[config.mk]
export PLATFORM = sky130hd
export DESIGN_NAME = pc_unit
export DESIGN_NICKNAME = d
export VERILOG_FILES = /design/src/rtl/pc_unit_pkg.sv /design/src/rtl/pc_redirect_buf.sv /design/src/rtl/pc_unit.sv
export SDC_FILE = /design/constraint.sdc
export NUM_CORES = 1
export LEC_CHECK = 0
export CAP_MARGIN = 25
export CORE_AREA = 4 4 107 109
export CTS_BUF_LIST = sky130_fd_sc_hd__clkbuf_2 sky130_fd_sc_hd__clkbuf_4 sky130_fd_sc_hd__clkbuf_8
export CTS_CLUSTER_SIZE = 10
export DETAILED_ROUTE_END_ITERATION = 7
export DIE_AREA = 0 0 111 113
export HOLD_SLACK_MARGIN = 0.08
export PLACE_DENSITY = 0.77
export SETUP_SLACK_MARGIN = 0.3
export SYNTH_ARGS = -nofsm -noshare
export SYNTH_HDL_FRONTEND = slang
export SYNTH_SLANG_ARGS = --single-unit
[constraint.sdc]
create_clock -name pc_clk -period 2 [get_ports pc_clk]
set_input_delay 0.3 -clock pc_clk [delete_from_list [all_inputs] [get_ports pc_clk]]
set_output_delay 0.3 -clock pc_clk [all_outputs]
set_load 0.05 [all_outputs]
[src/rtl/pc_unit_pkg.sv]
// Shared types for the program-counter unit: FSM states and redirect sources.
package pc_unit_pkg;

    typedef enum logic [1:0] {
        ST_BOOT = 2'd0,
        ST_RUN  = 2'd1,
        ST_HALT = 2'd2
    } pc_state_e;

    typedef enum logic [1:0] {
        SRC_NONE   = 2'd0,
        SRC_TRAP   = 2'd1,
        SRC_BRANCH = 2'd2
    } redirect_src_e;

    // Source that the pending slot holds after a capture cycle.
    // A trap always wins; a branch never displaces a pending trap.
    function automatic redirect_src_e merge_src(redirect_src_e pend, logic trap_v, logic br_v);
        redirect_src_e res;
        res = pend;
        if (trap_v) begin
            res = SRC_TRAP;
        end else if (br_v && pend != SRC_TRAP) begin
            res = SRC_BRANCH;
        end
        return res;
    endfunction

endpackage

[src/rtl/pc_redirect_buf.sv]
// Single-entry pending-redirect slot: holds a trap/branch target that arrived
// while the PC could not update, until the next update consumes it.
module pc_redirect_buf
    import pc_unit_pkg::*;
#(
    parameter int XLEN = 32
) (
    input  logic                clk_i,
    input  logic                rst_ni,
    input  logic                capture_i,
    input  logic                clear_i,
    input  logic                trap_valid_i,
    input  logic [XLEN-1:0]     trap_target_i,
    input  logic                br_valid_i,
    input  logic [XLEN-1:0]     br_target_i,
    output redirect_src_e       src_o,
    output logic [XLEN-1:0]     target_o
);

    redirect_src_e   src_q, src_d;
    logic [XLEN-1:0] target_q, target_d;

    always_comb begin
        src_d    = src_q;
        target_d = target_q;
        if (clear_i) begin
            src_d = SRC_NONE;
        end else if (capture_i) begin
            src_d = merge_src(src_q, trap_valid_i, br_valid_i);
            if (trap_valid_i) begin
                target_d = trap_target_i;
            end else if (br_valid_i && src_q != SRC_TRAP) begin
                target_d = br_target_i;
            end
        end
    end

    always_ff @(posedge clk_i or negedge rst_ni) begin
        if (!rst_ni) begin
            src_q    <= SRC_NONE;
            target_q <= '0;
        end else begin
            src_q    <= src_d;
            target_q <= target_d;
        end
    end

    assign src_o    = src_q;
    assign target_o = target_q;

endmodule

[src/rtl/pc_unit.sv]
// Fetch program counter with BOOT/RUN/HALT control, fetch handshake,
// prioritised trap/branch redirects and a one-entry pending redirect.
module pc_unit
    import pc_unit_pkg::*;
#(
    parameter int              XLEN         = 32,
    parameter logic [XLEN-1:0] RESET_VECTOR = '0,
    parameter int unsigned     INC          = 4,
    parameter int unsigned     ALIGN_BITS   = 2
) (
    input  logic            pc_clk,
    input  logic            pc_rst_n,
    input  logic            pc_stall,
    input  logic            pc_halt,
    input  logic            pc_resume,
    input  logic            trap_valid,
    input  logic [XLEN-1:0] trap_target,
    input  logic            br_valid,
    input  logic [XLEN-1:0] br_target,
    input  logic            if_ready,
    output logic            if_valid,
    output logic [XLEN-1:0] PC_CNT,
    output logic [XLEN-1:0] pc_plus,
    output logic            misalign_err
);

    localparam logic [XLEN-1:0] INC_X    = XLEN'(INC);
    localparam logic [XLEN-1:0] LOW_MASK = (XLEN'(1) << ALIGN_BITS) - XLEN'(1);

    pc_state_e       state_q, state_d;
    logic [XLEN-1:0] pc_q, pc_d;
    logic            mis_q, mis_d;

    logic            upd;
    logic            capture;
    logic            redir;
    logic [XLEN-1:0] redir_target;
    redirect_src_e   pend_src;
    logic [XLEN-1:0] pend_target;

    assign if_valid = (state_q == ST_RUN);
    assign upd      = (state_q == ST_RUN) & ~pc_stall & (if_ready | ~if_valid);
    assign capture  = ~upd & ((state_q == ST_RUN) | (state_q == ST_HALT));
    assign pc_plus  = pc_q + INC_X;

    pc_redirect_buf #(
        .XLEN(XLEN)
    ) u_redirect_buf (
        .clk_i         (pc_clk),
        .rst_ni        (pc_rst_n),
        .capture_i     (capture),
        .clear_i       (upd),
        .trap_valid_i  (trap_valid),
        .trap_target_i (trap_target),
        .br_valid_i    (br_valid),
        .br_target_i   (br_target),
        .src_o         (pend_src),
        .target_o      (pend_target)
    );

    // Live redirects take precedence over whatever is parked in the slot.
    always_comb begin
        redir        = 1'b0;
        redir_target = '0;
        if (trap_valid) begin
            redir        = 1'b1;
            redir_target = trap_target;
        end else if (br_valid) begin
            redir        = 1'b1;
            redir_target = br_target;
        end else if (pend_src != SRC_NONE) begin
            redir        = 1'b1;
            redir_target = pend_target;
        end
    end

    always_comb begin
        pc_d  = pc_q;
        mis_d = 1'b0;
        if (upd) begin
            if (redir) begin
                pc_d  = redir_target & ~LOW_MASK;
                mis_d = |(redir_target & LOW_MASK);
            end else begin
                pc_d = pc_plus;
            end
        end
    end

    always_comb begin
        state_d = state_q;
        case (state_q)
            ST_BOOT: state_d = ST_RUN;
            ST_RUN:  if (upd && pc_halt) state_d = ST_HALT;
            ST_HALT: if (pc_resume) state_d = ST_RUN;
            default: state_d = ST_BOOT;
        endcase
    end

    always_ff @(posedge pc_clk or negedge pc_rst_n) begin
        if (!pc_rst_n) begin
            state_q <= ST_BOOT;
            pc_q    <= RESET_VECTOR;
            mis_q   <= 1'b0;
        end else begin
            state_q <= state_d;
            pc_q    <= pc_d;
            mis_q   <= mis_d;
        end
    end

    assign PC_CNT       = pc_q;
    assign misalign_err = mis_q;

endmodule

==> results.toml <==
[yosys]
synth_ff_type = "dfrtp_1"
synth_top_area_frac = 0.370
synth_xor_area_frac = 0.0541
netlist.top_cell.by_area = "dfrtp_1"
synth-async-reset-ratio = 1.00
ys_seq_area_frac = 0.370
synth.most_common_cell = "dfrtp_1"
synth.yosys.warnings = 0
synth_area_leaders = "dfrtp_1, a21oi_1, o21ai_0, nor2_1, nand2_1"
synth-adder-area-share = 0.0138
synth_enable_flop_cells = 0
synth_compound_area_frac = 0.262
yosys.area_share.simple = 0.192
post_synth_inst_count = 546
ys_ff_latch = 67
synthMuxAreaShare = 0.0420
synthesis.area_um2 = 4530
avgSynthCellArea_um2 = 8.30
synth_top_family_by_area = "compound AO/OA/AOI/OAI gates"
synth_cell_types = 61
ys_top_cells_by_count = "dfrtp_1, a21oi_1, nor2_1, nand2_1, o21ai_0"

[clocking]
cts_sinks = 67
clk_pin_slew_ns = 0.09
cts-root-buf = "clkbuf_8"
numCtsBuffers = 9
insertion_delay_ns = 0.38
h-tree-depth = 3
clock_path_buffers = 2
cts_tree = "yes"

[setup_path]
worstPathRequired_ns = 1.70
rrSetupSlack_ns = -0.31
crit_type = "reg -> out"
crit_fanout = 9
worst_r2r_endpoint = "PC_CNT[29]"
reg2reg_from = "PC_CNT[10]"
arrival_ns = 2.28
endpoint_kind = "output pin"
ff2ff_path_depth = 10
setup.worst_path.start_class = "flop"

[run_status]
status = "complete, but fails checks"
failed_checks = "negative setup slack"

[min_path]
hold_path_class = "in -> async"

[drt]
dr.pass1.iters = 6
antenna_left = 0
post_drt_wl_per_cell_um = 25.5
vias_per_cell = 6.59
vias = 6164
drt_iter0_markers = 651
routed_wl_um = 23900
drcViolationCount = 0

[pwr]
power_density_nw_per_um2 = 1640
p_leak_nw = 3.76
p_comb_frac = 0.724
finalPower_w = 0.0146
pwr-share-seq = 0.186
ir_drop_v = 0.000937
pwr-share-clk = 0.091
netSwitchingPower_w = 0.00726
switching_share = 0.498
p_int_w = 0.00733

[timing]
worst_slew_pin_slew_ns = 0.623
slew_headroom = 0.585
post-route-period-util = 1.29
setup_violations = 36
rsz0062_at_grt = "true"
layout_setup_ws_ns = -0.583
fin_crit_ns = 2.58
drv_slew = 0
skew_ns = 0.0124
max_freq_ghz = 0.387
hold_viol = 0

[die]
fp.dieH_um = 113
die_area_um2 = 12500
rows = 38
die_w_um = 111
core_area_um2 = 10600
start_util = 0.427
pin_count = 138

[place]
io_buffer_count = 133
dp_hpwl_um = 11900
routabilityCongestion = 0.883
place_area_um2 = 7210

[grt]
track_usage = 0.297
grt_max_degree = 58
grt_antenna_before_repair = 1
grt_overflow_total = 0
grt_pass1_wl_um = 30000
grt_pass1_vias = 5780

[layout]
final_area_um2 = 8900
final_net_count = 867
syn_to_final_growth_pct = 96.5
layout-drive-gt1-share = 0.465

[run]
cap_violations = 0
[metrics by stage]
step | TNS [ns] | setup slack, ns | hold slack [ns] | utilization | std cells
5_1_grt | -12.09 | -0.607 | 0.473 | 0.840 | 936
4_1_cts | -6.56 | -0.412 | 0.442 | 0.766 | 898
6_report | -11.30 | -0.583 | 0.419 | 0.840 | 936
2_1_floorplan | -6.92 | -0.462 | 0.00441 | - | 549
3_3_place_gp | -1.34 | -0.0978 | 0.280 | 0.680 | 845
3_5_place_dp | -4.45 | -0.176 | 0.282 | 0.680 | 845
[worst max path at each step]
stage                from                          end  slack, ns  cells past startpoint
2_1_floorplan   PC_CNT[9]                  pc_plus[26]      -0.46                      6
3_3_place_gp   PC_CNT[10]                  pc_plus[26]       -0.1                      5
3_5_place_dp     br_valid  u_redirect_buf.target_o[13]      -0.18                      7
4_1_cts         PC_CNT[3]                  pc_plus[21]      -0.41                      6
5_1_grt        PC_CNT[10]                  pc_plus[29]      -0.61                      7
6_report       PC_CNT[10]                  pc_plus[29]      -0.58                      7
[power groups by stage]
| stage | Clock, W | Combinational [W] | Sequential [W] |
|---|---|---|---|
| 3_5_place_dp | 0 | 0.00843 | 0.00255 |
| 5_1_grt | 0.00136 | 0.0109 | 0.00274 |
| 2_1_floorplan | 0 | 0.00382 | 0.00388 |
| 3_3_place_gp | 0 | 0.00824 | 0.00250 |
| 4_1_cts | 0.00126 | 0.00899 | 0.00252 |
| 6_report | 0.00133 | 0.0106 | 0.00271 |
[worst max-delay path: stages, from the launching register on]
cell,delay (ns)
dfrtp_2,0.40
nand4_4,0.14
buf_6,0.17
nor4_4,0.31
buf_12,0.17
nand4_1,0.28
xnor2_4,0.27
buf_12,0.17
[cell families after synthesis]
logic type / count (synthesis)
compound gates: 184
xor+xnor: 28
fa+ha+maj: 5
buf+inv: 69
flops: 67
mux: 19
other cells: 1
simple gates: 173
[layer usage]
| layer | part of all wire | GRT usage |
|---|---|---|
| met5 | 0 | 0 |
| met4 | 0.087 | 0.143 |
| met3 | 0.11 | 0.0513 |
| met2 | 0.46 | 0.515 |
| met1 | 0.34 | 0.359 |
[layout by cell type (no fill, tap or decap), types with 12 or more instances in the layout]
cell,netlist,layout
dfrtp_1,67,44
mux2i_1,19,19
clkbuf_8,0,12
buf_6,1,39
clkdlybuf4s50_1,0,68
dfrtp_2,0,23
nand2_1,52,47
a22oi_1,13,13
a21oi_1,58,42
buf_12,0,38
nor2_4,0,12
o21ai_0,41,29
xnor2_4,0,17
a21oi_2,0,13
nor2_1,53,39
a31oi_1,20,16
inv_1,22,20
buf_4,5,101
nand2b_1,16,16
[cell type report]
type | instances | area (µm²)
clock inverters | 1 | 30.0
fillers | 493 | 1700
flip-flops and latches | 67 | 1710
well taps | 140 | 175
inverters | 22 | 82.6
repair buffers | 277 | 3020
clock buffers | 15 | 188
diodes | 1 | 2.50
multi-input cells | 413 | 3700
[state kept, by name (all words and copies together), names as in the netlist]
register	flops
PC_CNT	30
misalign_err	1
u_redirect_buf.target_o	32
u_redirect_buf.src_o	2
state_q	2
[timing repair]
item,CTS,global route
resized for setup,120,128
endpoints found under the hold margin,15,0
pin swaps,31,40
endpoints found under the setup margin,104,101
hold buffers,1,0
buffers inserted,33,31
gates cloned,3,6
Note: power is estimated with default switching activity, not from simulation.
